[src/rtl/mul_div_unit.sv]
// Multi-cycle signed multiply/divide unit.
// MUL uses radix-2 Booth; DIV uses restoring division on magnitudes with a sign fix-up.
// Fixed latency: start accepted at edge k gives a one-cycle done pulse after edge k+33.
module mul_div_unit #(
   parameter int unsigned WIDTH = 32
) (
   input  logic             clk,
   input  logic             clr,
   input  logic             start,
   input  logic             op,
   input  logic [WIDTH-1:0] A,
   input  logic [WIDTH-1:0] B,
   output logic             busy,
   output logic             done,
   output logic             div_by_zero,
   output logic [WIDTH-1:0] ZHigh,
   output logic [WIDTH-1:0] ZLow
);

   localparam int unsigned CW = $clog2(WIDTH);

   typedef enum logic [1:0] {StIdle, StCalc, StFix, StDone} state_e;

   state_e           state_q;
   logic [CW-1:0]    cnt_q;
   logic             op_q;
   logic [WIDTH-1:0] a_q;     // original A, needed for signs and the divide-by-zero result
   logic [WIDTH-1:0] b_q;     // original B, needed for signs and the zero check
   logic [WIDTH-1:0] m_q;     // MUL: multiplicand; DIV: |divisor|
   logic [WIDTH:0]   acc_q;   // one guard bit so Booth survives -(-2^(WIDTH-1))
   logic [WIDTH-1:0] q_q;     // MUL: multiplier/low product; DIV: dividend/quotient
   logic             qm1_q;
   logic             busy_q, done_q, dbz_q;
   logic [WIDTH-1:0] zhi_q, zlo_q;

   logic [WIDTH-1:0] abs_a, abs_b;
   logic [WIDTH:0]   booth_sum, rem_sh, trial;
   logic [WIDTH:0]   acc_n;
   logic [WIDTH-1:0] q_n;
   logic             qm1_n;
   logic [WIDTH-1:0] zhi_fix, zlo_fix;
   logic             dbz_fix;

   // Operand magnitudes, one iteration step, and the final result assembly
   always_comb begin
      abs_a = A[WIDTH-1] ? (~A + 1'b1) : A;
      abs_b = B[WIDTH-1] ? (~B + 1'b1) : B;

      unique case ({q_q[0], qm1_q})
         2'b01:   booth_sum = acc_q + {m_q[WIDTH-1], m_q};
         2'b10:   booth_sum = acc_q - {m_q[WIDTH-1], m_q};
         default: booth_sum = acc_q;
      endcase

      rem_sh = {acc_q[WIDTH-1:0], q_q[WIDTH-1]};
      trial  = rem_sh - {1'b0, m_q};

      if (!op_q) begin
         // Arithmetic shift right of {acc, Q, q-1}
         acc_n = {booth_sum[WIDTH], booth_sum[WIDTH:1]};
         q_n   = {booth_sum[0], q_q[WIDTH-1:1]};
         qm1_n = q_q[0];
      end else if (!trial[WIDTH]) begin
         acc_n = trial;
         q_n   = {q_q[WIDTH-2:0], 1'b1};
         qm1_n = 1'b0;
      end else begin
         acc_n = rem_sh;
         q_n   = {q_q[WIDTH-2:0], 1'b0};
         qm1_n = 1'b0;
      end

      dbz_fix = 1'b0;
      if (!op_q) begin
         zhi_fix = acc_q[WIDTH-1:0];
         zlo_fix = q_q;
      end else if (b_q == '0) begin
         zhi_fix = a_q;
         zlo_fix = '1;
         dbz_fix = 1'b1;
      end else begin
         zlo_fix = (a_q[WIDTH-1] ^ b_q[WIDTH-1]) ? (~q_q + 1'b1) : q_q;
         zhi_fix = a_q[WIDTH-1] ? (~acc_q[WIDTH-1:0] + 1'b1) : acc_q[WIDTH-1:0];
      end
   end

   // Control FSM with registered outputs and iteration datapath
   always_ff @(posedge clk) begin
      if (clr) begin
         state_q <= StIdle;
         cnt_q   <= '0;
         op_q    <= 1'b0;
         a_q     <= '0;
         b_q     <= '0;
         m_q     <= '0;
         acc_q   <= '0;
         q_q     <= '0;
         qm1_q   <= 1'b0;
         busy_q  <= 1'b0;
         done_q  <= 1'b0;
         dbz_q   <= 1'b0;
         zhi_q   <= '0;
         zlo_q   <= '0;
      end else begin
         done_q <= 1'b0;
         case (state_q)
            StIdle, StDone: begin
               if (start) begin
                  op_q    <= op;
                  a_q     <= A;
                  b_q     <= B;
                  m_q     <= op ? abs_b : A;
                  q_q     <= op ? abs_a : B;
                  acc_q   <= '0;
                  qm1_q   <= 1'b0;
                  cnt_q   <= '0;
                  busy_q  <= 1'b1;
                  dbz_q   <= 1'b0;
                  state_q <= StCalc;
               end else begin
                  state_q <= StIdle;
               end
            end
            StCalc: begin
               acc_q <= acc_n;
               q_q   <= q_n;
               qm1_q <= qm1_n;
               cnt_q <= cnt_q + CW'(1);
               if (cnt_q == CW'(WIDTH - 1)) state_q <= StFix;
            end
            StFix: begin
               zhi_q   <= zhi_fix;
               zlo_q   <= zlo_fix;
               dbz_q   <= dbz_fix;
               done_q  <= 1'b1;
               busy_q  <= 1'b0;
               state_q <= StDone;
            end
            default: state_q <= StIdle;
         endcase
      end
   end

   assign busy        = busy_q;
   assign done        = done_q;
   assign div_by_zero = dbz_q;
   assign ZHigh       = zhi_q;
   assign ZLow        = zlo_q;

endmodule
[config.mk]
export PLATFORM = sky130hd
export DESIGN_NAME = mul_div_unit
export DESIGN_NICKNAME = d
export VERILOG_FILES = /design/src/rtl/mul_div_unit.sv
export SDC_FILE = /design/constraint.sdc
export NUM_CORES = 1
export LEC_CHECK = 0
export ABC_AREA = 1
export ABC_CLOCK_PERIOD_IN_PS = 7200
export CAP_MARGIN = 10
export CELL_PAD_IN_SITES_DETAIL_PLACEMENT = 1
export CELL_PAD_IN_SITES_GLOBAL_PLACEMENT = 2
export CORE_MARGIN = 2
export CORE_UTILIZATION = 35
export CTS_BUF_LIST = sky130_fd_sc_hd__clkbuf_16
export DETAILED_ROUTE_END_ITERATION = 8
export PLACE_DENSITY_LB_ADDON = 0.1
export SLEW_MARGIN = 15
export SYNTH_ARGS = -nofsm -noshare
export SYNTH_HDL_FRONTEND = slang
export SYNTH_SLANG_ARGS = --single-unit
[constraint.sdc]
create_clock -name clk -period 7.2 [get_ports clk]
set_input_delay 2.16 -clock clk [delete_from_list [all_inputs] [get_ports clk]]
set_output_delay 2.16 -clock clk [all_outputs]
set_load 0.02 [all_outputs]
== Word level (Yosys, flattened, before mapping) ==
Cells that the tools add are included.
W data, S select, Z words.
Storage, ports and cells
  flip-flop bits (word level): 237
  logic and storage cells: 76
  output and inout bits: 67
Cells by class
  reductions and logical operators: 8
  equality and inequality tests: 8
  $add $sub $neg: 8
  mux-type cells: 33
  bitwise logic cells: 5
Operator list (number)
  $mux W32: 12
  $pmux W33 S2: 2
  $add A32 B1 Y32 const B: 4
  $not A32 Y32: 4
  $mux W33: 3
  $pmux W32 S2: 1
  $add A33 B33 Y33: 1
  $sub A33 B32 Y33: 1
  $sub A33 B33 Y33: 1
  $logic_not A32 Y1: 1
  $pmux W5 S2: 1
  $mux W1: 8
  $eq A2 B2 Y1 const B: 3
  $pmux W1 S2: 3
  $pmux W2 S3: 1
  $reduce_and A2 Y1: 3
  $add A5 B1 Y5 const B: 1
  $eq A5 B5 Y1 const B: 1
  $mux W5: 1
  $eq A2 B1 Y1 const B: 2
  $ne A2 B2 Y1 const B: 2
  $reduce_bool A2 Y1: 2
  $logic_not A2 Y1: 1
  $mux W2: 1
  2 further kinds: 2

== Longest topological paths before layout ==
Gate-level depths: netlist of the first run.
  depth in word-level cells: 6
  depth in mapped cells: 28
  mapped depth without buffers: 28

== Least setup slack after synthesis of the first run ==
OpenSTA, ideal clock, no wires.
  kind: input to register
  from: input A[1]
  to: register q_q[28]
  cell stages on the path: 14
  arrival: 3.584 ns
  path buffers: 0
  data required time: 7.083 ns
  setup slack: 3.499 ns
  cell sequence: inv_1 -> ha_1 -> inv_1 -> nor3_2 -> nand2_2 -> nor2_2 -> nand2_2 -> o21ai_2 -> o21ai_2 -> nor2_2 -> xor2_1 -> nand2_1 -> a21oi_1 -> nor2_1
Between the ends
  longest elaborated chain between the ends: 6
RTL lines
  start, declared: RTL line 11  | input logic [WIDTH-1:0] A,
  $not A32 Y32: RTL line 46  | abs_a = A[WIDTH-1] ? (~A + 1'b1) : A;
  $add A32 B1 Y32: RTL line 46
  $mux W32: RTL line 46
  $mux W32: RTL line 113  | q_q <= op ? abs_a : B;
  $mux W32: RTL line 108  | if (start) begin
  $pmux W32 S2: RTL line 106  | case (state_q)
  end signal, assigned: RTL line 113
  end signal, assigned: RTL line 126  | q_q <= q_n;
  end, declared: RTL line 31  | logic [WIDTH-1:0] q_q;
No other way between the ends. The select of a mux whose other input is x is not followed.
A chain may end at the register's enable or synchronous reset.

== Worst setup path after layout of the first run ==
  from: input start
  to: register q_q[7]
Between the ends
  longest elaborated chain between the ends: 2
RTL lines
  start, declared: RTL line 9  | input logic start,
  $ne A2 B2 Y1 (no line)
  $reduce_and A2 Y1 (no line)
No other way between the ends.

==> metrics.csv, run 1 <==
stage;metric;value;unit
cts;CTS clock-pin slew for the worst setup and hold paths;60;ps
critical_path;Max FO, Critical Path;63;
cts;Clock Path Buffers;3;
synthesis;register area share after synthesis;25.70;%
timing;RSZ-0062 raised after global routing;false;
cts;Max H-tree Level;1;
layout;leading cell types in the layout, fill and taps excluded;nand2_1 (529), a21oi_1 (441), o21ai_0 (343);
timing;hold slack;472.0;ps
cts;PostCTS Resize Cnt;0;
routing;Post-DRT Antenna Nets;0;
floorplan;Core Region;0.05234;sq mm
cts;CTS Buf Count;31;
critical_path;Critical Path Source Type;input pin;
synthesis;mux contribution to synthesized area;0;%
floorplan;Die Wd;233.7;um
routing;drt drc;0;
layout;Nets;3147;
synthesis;library cells used by synthesis;52;
synthesis;main combinational cell family by area after synthesis;compound AO/OA/AOI/OAI gates;
synthesis;Adder-Cell Fraction of Synth Area;5.300;%
cts;CTS tree;done;
placement;Port Buffers;134;
cts;clk sink count;237;
synthesis;warnings from Yosys;0;
pwr;PwrDens;429.4;mW/mm^2
cts;Worst-Skew Late Latency;600;ps
min_path;Worst Hold Class;flop to flop;
synthesis;fraction of the mapped netlist area in simple logic gates;25.86;%
synthesis;Synth top area share;25.70;%
timing;Final Critical Period;4746;ps
global_route;initial antenna violation count;0;
routing;Initial DRT Pass Iterations;8;
critical_path;Worst R2R Setup Slack;2820;ps
timing;fin. max-slew vios;0;
run_status;status;complete, no violations;
synthesis;top cells by area, synth;dfxtp_1 (26%), a21oi_1 (12%), nand2_1 (11%);
synthesis;Post-synth EDFFs;0;
critical_path;kind of end point of the critical path;flop;
cts;Root Driver;clkbuf_16;
placement;worst slack at placement;1960;ps
layout;antenna cells;0;
critical_path;CP required;7650;ps
layout;area delta synth->final;15.56;%
synthesis;Mapped Nets;3105;
floorplan;I/O pin total;135;
critical_path;CP Data Arrival Time;5200;ps
global_route;Global Route Usage Sum;32.68;%
pwr;Final Power;9.161;mW
global_route;vias in the first global route;21240;
layout;# fillers;6902;
placement;DP HPWL;71830;um
timing;Setup TNS Final;0;ps
timing;fmax;210.7;MHz
global_route;first-pass GRT wire length;134100;um
floorplan;Starting Density;35.27;%
floorplan;Die Ht;233.7;um
layout;share of cells above drive strength 1;5.451;%
global_route;largest net degree at the start of global routing;96;
synthesis;#FFs+latches synth;237;
timing;Final Cycle Share;65.92;%
synthesis;Post-Synth XOR/XNOR Area;4.839;%
routing;Avg WL per Cell;24.31;um
timing;final hold viol count;0;
flow_run;# Max-Cap Violations;0;
synthesis;Synth Area in Compound Gates;28.41;%
synthesis;syn avg cell area;6.237;sq um
routing;DR vias;21090;
global_route;total gr overflow;0;
layout;Finished Core Util;40.76;%
layout;commonest non-fill, non-tap cell in the layout;nand2_1;
synthesis;cell taking the most area after synthesis;dfxtp_1;
timing;clk_skew;11.74;ps
critical_path;CP Class;input pin to flop;
pwr;Leak;9.183;nW
synthesis;Post-Syn Area;0.01846;sq mm
routing;WL final;90320;um
floorplan;# rows;84;
floorplan;Die ar.;0.05460;sq mm
cts;hold buffers post-CTS;0;
timing;Setup-failing EPs final;0;
timing;worst slew pin tran;1255;ps
placement;Final Wtd Congestion;0.9776;
cts;Post-CTS Repair Setup Buffers;0;
routing;Vias/cell;5.676;
synthesis;cells after synthesis;2960;
routing;First DRT Iteration DRCs;1483;
synthesis;ys flop type;dfxtp_1;
timing;setup ws final;2454;ps
pwr;maximum vdd drop;0.0002066;V
synthesis;asr flop ratio synth;0;%
timing;max_slew headroom;15.44;%
[synthesized netlist by cell type, types with 37 or more instances]
| master | instances |
|---|---|
| o211ai_1 | 37 |
| dfxtp_1 | 237 |
| a21oi_1 | 441 |
| xor2_1 | 75 |
| clkbuf_1 | 137 |
| nor2_1 | 276 |
| o21ai_0 | 343 |
| nand3_1 | 146 |
| inv_1 | 303 |
| nor3_1 | 37 |
| ha_1 | 75 |
| nand2_1 | 529 |
[state kept, by name, indices dropped and copies added, names as in the netlist]
signal and cells:
acc_q 33, ZHigh 32, ZLow 32, a_q 32
b_q 32, m_q 32, q_q 32, cnt_q 5
state_q 2, busy 1, div_by_zero 1, done 1
op_q 1, qm1_q 1
[layer usage]
metal	global-route usage, %	part of all wire, %	vias up
li1	-	-	10080
met3	3.345	3.8	161
met4	15.17	5.2	0
met2	56.80	48	519
met1	40.41	43	10330
met5	0	0	-
[final timing paths]
| check | startpoint | end | cells after the start |
|---|---|---|---|
| worst min-delay path | qm1_q | qm1_q | 2 |
| worst max register to register | m_q[0] | acc_q[28] | 19 |
| worst min register to register | qm1_q | qm1_q | 2 |
| worst max-delay path | start | q_q[7] | 8 |
[power breakdown]
| part | internal [mW] | switching [mW] |
|---|---|---|
| Clock | 0.925 | 0.651 |
| Combinational | 1.64 | 3.78 |
| Sequential | 1.74 | 0.419 |
| Total | 4.31 | 4.86 |
[area by class of cell]
cell class,instances,area (sq um),area share [%]
multi-input cells,2243,11900,55.80
flip-flops and latches,237,4748,22.26
repair buffers,169,1599,7.496
inverters,320,1204,5.643
well taps,688,860.8,4.035
clock buffers,31,775.7,3.637
clock inverters,27,241.5,1.132
[stage by stage]
| stage | area, sq um | std cells |
|---|---|---|
| after detailed placement | 20310 | 3657 |
| after global placement | 20310 | 3657 |
| after CTS | 21330 | 3715 |
| after floorplan | 18460 | 2960 |
| final | 21330 | 3715 |
| after global routing | 21330 | 3715 |
[worst max-delay path: stages]
cell and delay, ps:
clkdlybuf4s50_1 390, nand2_1 550, inv_2 390, a21oi_4 210, buf_4 470, inv_2 510, o21ai_0 410, a21oi_1 70
[cells by family after synthesis]
kind of cell / Yosys count
xor gates and xnor gates: 102
AOI/OAI and AO/OA: 967
buffers and inverters: 480
and+or+nand+nor: 1097
DFF: 237
adders and majority gates: 77
Note: power is estimated with default switching activity, not from simulation.
==> run 2, diff against run 1 <==
--- a/config.mk
+++ b/config.mk
@@ -6,12 +6,12 @@
 export NUM_CORES = 1
 export LEC_CHECK = 0
 export ABC_AREA = 1
-export ABC_CLOCK_PERIOD_IN_PS = 7200
+export ABC_CLOCK_PERIOD_IN_PS = 3850
 export CAP_MARGIN = 10
 export CELL_PAD_IN_SITES_DETAIL_PLACEMENT = 1
 export CELL_PAD_IN_SITES_GLOBAL_PLACEMENT = 2
 export CORE_MARGIN = 2
-export CORE_UTILIZATION = 35
+export CORE_UTILIZATION = 30
 export CTS_BUF_LIST = sky130_fd_sc_hd__clkbuf_16
 export DETAILED_ROUTE_END_ITERATION = 8
 export PLACE_DENSITY_LB_ADDON = 0.1
==> constraint.sdc (replaced) <==
create_clock -name clk -period 3.85 [get_ports clk]
set_input_delay 1.155 -clock clk [delete_from_list [all_inputs] [get_ports clk]]
set_output_delay 1.155 -clock clk [all_outputs]
set_load 0.02 [all_outputs]
==> run 2 against run 1 <==
Effect of this change: core utilization is 3.3 points lower; final cell count up 5.4%; clock skew up 13 ps; design area up 6.4%; register-to-register slack worse by 2600 ps; flip-flop and latch count unchanged; setup slack worse by 2300 ps.
==> metrics.csv, run 2 (synthesized netlist as in run 1, its figures left out) <==
stage;metric;value;unit;change
timing;setup ws final;170.8;ps;-2283 ps
global_route;first-pass GRT wire length;141900;um;+5.8%
cts;CTS Buf Count;31;;unchanged
routing;Vias/cell;5.443;;-4.1%
timing;fmax;271.8;MHz;
routing;drt drc;0;;unchanged
placement;Port Buffers;134;;unchanged
pwr;Leak;9.797;nW;+6.7%
layout;Biggest register;acc_q;;
routing;Avg WL per Cell;24.44;um;+0.53%
cts;CTS clock-pin slew for the worst setup and hold paths;60;ps;about the same
min_path;Hold Crit Endpoint;a_q[5];;
timing;final hold viol count;0;;unchanged
global_route;initial antenna violation count;1;;+1
global_route;vias in the first global route;21750;;+2.4%
timing;worst slew pin tran;1122;ps;-132.9 ps
critical_path;worst r2r src;m_q[2];;
timing;Final Cycle Share;95.56;%;
min_path;Hold Crit Start;a_q[5];;
layout;commonest non-fill, non-tap cell in the layout;nand2_1;;
cts;Clock Path Buffers;3;;unchanged
min_path;Worst Hold Class;flop to flop;;
routing;DR vias;21310;;+1.0%
flow_run;# Max-Cap Violations;0;;unchanged
cts;CTS tree;done;;
critical_path;CP required;4380;ps;-3270 ps
timing;fin. max-slew vios;0;;unchanged
critical_path;R2R cell count;23;;+4
critical_path;kind of end point of the critical path;flop;;
pwr;maximum vdd drop;0.0004126;V;+100%
layout;max reg flops;33;;unchanged
timing;Setup-failing EPs final;0;;unchanged
global_route;total gr overflow;0;;unchanged
floorplan;Die Wd;252.1;um;+7.9%
critical_path;CP Data Arrival Time;4210;ps;-990 ps
timing;hold slack;467.3;ps;-4.752 ps
placement;DP HPWL;77750;um;+8.2%
timing;Setup TNS Final;0;ps;unchanged
layout;Finished Cell Area;0.02270;sq mm;+6.4%
cts;Worst-Skew Late Latency;630;ps;+30 ps
run_status;status;complete, no violations;;
global_route;largest net degree at the start of global routing;89;;-7.3%
timing;RSZ-0062 raised after global routing;true;;
placement;Final Wtd Congestion;0.9598;;-1.8%
floorplan;Die Ht;252.1;um;+7.9%
routing;First DRT Iteration DRCs;1099;;-26%
min_path;Hold Path Cell Cnt;2;;unchanged
routing;Post-DRT Antenna Nets;0;;unchanged
floorplan;Starting Density;30.47;%;-4.8 points
layout;share of cells above drive strength 1;11.02;%;+5.6 points
cts;clk sink count;237;;unchanged
timing;Final Critical Period;3679;ps;
timing;clk_skew;24.55;ps;+12.81 ps
placement;worst slack at placement;-260.0;ps;-2220 ps
layout;non-filler cells in the finished layout;3914;;+5.4%
timing;max_slew headroom;24.39;%;+9.0 points
critical_path;CP Class;flop to flop;;
placement;Post-Place Cells;3846;;+5.2%
layout;leading cell types in the layout, fill and taps excluded;nand2_1 (515), a21oi_1 (427), o21ai_0 (341);;
floorplan;Core Region;0.06058;sq mm;+16%
floorplan;# rows;90;;+7.1%
cts;Root Driver;clkbuf_16;;
cts;hold buffers post-CTS;0;;unchanged
cts;Max H-tree Level;1;;unchanged
critical_path;FF-to-FF End;acc_q[30];;
floorplan;I/O pin total;135;;unchanged
pwr;PwrDens;798.2;mW/mm^2;+86%
critical_path;Critical Path Source Type;flop;;
global_route;Global Route Usage Sum;29.68;%;-3.0 points
critical_path;Max FO, Critical Path;5;;-92%
layout;Nets;3251;;+3.3%
layout;area delta synth->final;22.98;%;
routing;WL final;95660;um;+5.9%
routing;Initial DRT Pass Iterations;7;;-1
placement;placed cell areas;0.02118;sq mm;+4.3%
critical_path;Worst R2R Setup Slack;170;ps;-2650 ps
floorplan;Die ar.;0.06353;sq mm;+16%
[run 2: cell count changes in the layout (fill, tap and decap cells not counted), moves of 6 or more]
cell,delta
a21oi_2,+13
xor2_1,-10
nand2_1,-14
a21oi_1,-14
nor2_1,-16
ha_1,-7
nand2_2,+11
xor2_2,+8
nor2_2,+13
buf_4,+100
nand3_1,-6
nand3_2,+6
[run 2: final cells by class]
type | count | area [sq um]
clock buffers | 31 | 775.7
fillers | 7763 | 37880
flip-flops and latches | 237 | 4748
repair buffers | 273 | 2421
clock inverters | 27 | 267.8
inverters | 320 | 1204
well taps | 782 | 978.4
multi-input cells | 2243 | 12310
diodes | 1 | 2.502
[run 2: worst max path at each step]
stage	from	end	slack, ps
6_report	m_q[2]	acc_q[30]	170
5_1_grt	m_q[2]	acc_q[32]	-80
4_1_cts	m_q[2]	acc_q[25]	4
3_5_place_dp	A[0]	q_q[24]	-260
3_3_place_gp	A[0]	q_q[24]	-150
2_1_floorplan	m_q[1]	acc_q[31]	850
[run 2: through the flow]
stage | utilization (%) | power, mW
after floorplan | - | 10.28
after global placement | 34.96 | 14.56
after detailed placement | 34.96 | 14.68
after CTS | 36.73 | 17.83
after global routing | 37.47 | 19.46
final | 37.47 | 18.12
[run 2: timing repair]
| action | 4_1_cts | 5_1_grt |
|---|---|---|
| endpoints found under the setup margin | 3 | 20 |
| resized for setup | 6 | 87 |
| cloned | 0 | 0 |
| setup buffers | 0 | 9 |
| pin swaps | 0 | 21 |
[run 2: power by group]
part	internal (mW)	switching, mW
Combinational	3.62	7.51
Sequential	3.25	0.677
Clock	1.80	1.26
Total	8.67	9.45
[run 2: metal layers]
metal | up-vias | track usage (%) | routed length, um
met5 | - | 0 | 13
met4 | 2 | 12.38 | 4299
met3 | 144 | 2.806 | 3120
met2 | 429 | 51.78 | 46640
met1 | 10440 | 37.33 | 41580
li1 | 10290 | - | -
[run 2: worst max-delay path, cell delays in order, from the launching register on]
cell and delay, ps:
dfxtp_1 320, inv_2 90, nand3_2 100, nor2_2 130, nand2_2 80, nor2_4 120
nand3_2 100, nor2_4 170, nand2_2 100, o21ai_4 230, xor2_2 240, inv_1 90
ha_1 360, nand2_1 150, nor2_1 170, inv_1 90, nor2_1 160, buf_4 130
nand3_1 90, nand3b_1 100, nand3_1 190, nand2_1 150, nand3_1 70, a21oi_1 140
==> run 3, diff against run 2 <==
==> config.mk (replaced) <==
export PLATFORM = sky130hd
export DESIGN_NAME = mul_div_unit
export DESIGN_NICKNAME = d
export VERILOG_FILES = /design/src/rtl/mul_div_unit.sv
export SDC_FILE = /design/constraint.sdc
export NUM_CORES = 1
export LEC_CHECK = 0
export ABC_AREA = 1
export ABC_CLOCK_PERIOD_IN_PS = 3850
export CAP_MARGIN = 10
export CORE_MARGIN = 2
export CORE_UTILIZATION = 55
export CTS_BUF_LIST = sky130_fd_sc_hd__clkbuf_16
export DETAILED_ROUTE_END_ITERATION = 8
export GPL_ROUTABILITY_DRIVEN = 0
export PLACE_DENSITY = 0.79
export SLEW_MARGIN = 20
export SYNTH_ARGS = -nofsm -noshare
export SYNTH_HDL_FRONTEND = slang
export SYNTH_SLANG_ARGS = --single-unit
==> run 3 against run 2 <==
Effect of this change: total power shrank 8.0%; clock power shrank 7.5%; non-clock buffer count down 68; design area shrank 5.7%; core utilization increased by 27 points; highest routed layer is now met4; largest power group unchanged; clock skew down 5.3 ps; hold slack got worse by 11 ps; via count increased by 2.0%; setup slack improved by 140 ps; sequential power is essentially flat.
==> metrics.csv, run 3 (synthesized netlist as in run 1, its figures left out) <==
stage;metric;value;unit;change
timing;Final Cycle Share;91.94;%;-3.6 points
run_status;status;complete, no violations;;
timing;fin. max-slew vios;0;;unchanged
min_path;Hold Crit Start;a_q[2];;
critical_path;Worst R2R Setup Slack;310;ps;+140 ps
layout;Biggest register;acc_q;;
placement;DP HPWL;53070;um;-32%
layout;leading cell types in the layout, fill and taps excluded;nand2_1 (527), a21oi_1 (439), o21ai_0 (342);;
floorplan;Die ar.;0.03505;sq mm;-45%
critical_path;Max FO, Critical Path;5;;unchanged
global_route;first-pass GRT wire length;107400;um;-24%
global_route;total gr overflow;0;;unchanged
cts;Max H-tree Level;1;;unchanged
floorplan;I/O pin total;135;;unchanged
layout;antenna cells;0;;-1
floorplan;Die Ht;187.2;um;-26%
critical_path;FF-to-FF End;acc_q[32];;
timing;hold slack;456.5;ps;-10.79 ps
critical_path;Critical Path Source Type;flop;;
pwr;PwrDens;778.9;mW/mm^2;-2.4%
critical_path;CP required;4340;ps;-40 ps
layout;share of cells above drive strength 1;7.136;%;-3.9 points
timing;clk_skew;19.26;ps;-5.285 ps
timing;worst slew pin tran;981.9;ps;-140.4 ps
critical_path;CP Class;flop to flop;;
timing;Final Critical Period;3540;ps;-139.5 ps
routing;Initial DRT Pass Iterations;8;;+1
pwr;maximum vdd drop;0.0004948;V;+20%
cts;Worst-Skew Late Latency;570;ps;-60 ps
layout;area delta synth->final;15.93;%;
global_route;vias in the first global route;19550;;-10%
cts;CTS clock-pin slew for the worst setup and hold paths;70;ps;about the same
cts;Root Driver;clkbuf_16;;
critical_path;worst r2r src;m_q[0];;
layout;non-filler cells in the finished layout;3503;;-11%
timing;Setup TNS Final;0;ps;unchanged
global_route;largest net degree at the start of global routing;116;;+30%
placement;Post-Place Cells;3449;;-10%
pwr;Leak;9.360;nW;-4.5%
min_path;Worst Hold Class;flop to flop;;
global_route;initial antenna violation count;1;;unchanged
layout;commonest non-fill, non-tap cell in the layout;nand2_1;;
critical_path;CP startpoint;m_q[0];;
timing;fmax;282.5;MHz;+3.9%
floorplan;Core Region;0.03328;sq mm;-45%
cts;Clock Path Buffers;3;;unchanged
timing;final hold viol count;0;;unchanged
routing;Vias/cell;6.206;;+14%
cts;CTS Buf Count;27;;-13%
routing;WL final;69620;um;-27%
routing;First DRT Iteration DRCs;3174;;+190%
layout;Nets;3179;;-2.2%
routing;Avg WL per Cell;19.87;um;-19%
critical_path;kind of end point of the critical path;flop;;
floorplan;# rows;67;;-26%
layout;max reg flops;33;;unchanged
routing;DR vias;21740;;+2.0%
routing;drt drc;0;;unchanged
flow_run;# Max-Cap Violations;0;;unchanged
timing;max_slew headroom;33.85;%;+9.5 points
cts;CTS tree;done;;
critical_path;CP Data Arrival Time;4030;ps;-180 ps
floorplan;Die Wd;187.2;um;-26%
cts;clk sink count;237;;unchanged
routing;Post-DRT Antenna Nets;0;;unchanged
floorplan;Starting Density;55.47;%;+25 points
placement;Port Buffers;134;;unchanged
critical_path;R2R cell count;26;;+13%
global_route;Global Route Usage Sum;38.24;%;+8.6 points
critical_path;Critical Path Sink;acc_q[32];;
timing;Setup-failing EPs final;0;;unchanged
## run 3: changes by cell type in the layout (fill, tap and decap cells not counted), sizes merged
cell	before	now
bufinv	5	6
clkinvlp	0	1
diode	1	0
buf	140	72
inv	323	320
clkbuf	31	27
clkinv	19	16
## run 3: per-layer routing
metal	vias up	GRT usage (%)	wire length, um
li1	10130	-	-
met1	9822	51.39	26920
met2	1507	57.42	28750
met3	281	7.261	8978
met4	0	21.89	4970
met5	-	0	0
## run 3: worst min-delay path by stage
stage | to | slack [ps] | cells after the start
2_1_floorplan | a_q[12] | 430 | 2
3_3_place_gp | a_q[30] | 440 | 2
3_5_place_dp | a_q[2] | 450 | 2
4_1_cts | a_q[2] | 460 | 2
5_1_grt | qm1_q | 480 | 2
6_report | a_q[2] | 460 | 2
## run 3: where the power goes
part	total, mW	switching [mW]	internal, mW
clock network	2.83	1.14	1.69
registers	3.92	0.672	3.25
logic	9.92	6.66	3.25
total	16.7	8.47	8.19
## run 3: critical path, stage by stage (launching register included)
cell and delay [ps]:
dfxtp_1 340, inv_1 90, nand3_1 90, nor2_1 110, nand2_1 90, nor2_2 130
nand3_2 110, nor2_4 140, nand2_1 110, o21ai_2 230, o21ai_2 130, nor2_4 140
nand2_1 100, xor2_2 190, ha_4 320, nand2_1 110, nor2_2 150, nand2_1 80
nor2_1 160, nand2_1 80, nand2_1 60, nand2_1 60, nand3_1 100, nand2_1 50
nand3_1 80, nand3_1 90, a21oi_2 120
## run 3: layout make-up
class / count / area [sq um]
clock buffer: 27 / 675.6
clock inverter: 23 / 290.3
inverter: 320 / 1202
multi-input combinational: 2243 / 12010
sequential: 237 / 4746
fill: 3052 / 11880
tap: 448 / 560.5
timing repair buffer: 205 / 1919
## run 3: repair_timing
item / CTS / global route
endpoints found under the setup margin: 0 / 14
hold buffers: 0 / 0
resized for setup: 0 / 21
setup buffers: 0 / 4
## run 3: metrics by stage
stage	power (mW)	utilization (%)	setup slack, ps	instance area (sq um)
after floorplan	10.28	-	845.6	18460
after global placement	13.13	61.00	233.9	20300
after detailed placement	13.31	61.00	75.34	20300
after CTS	16.18	63.90	204.0	21270
after global routing	17.69	64.30	-8.858	21400
final	16.67	64.30	310.4	21400
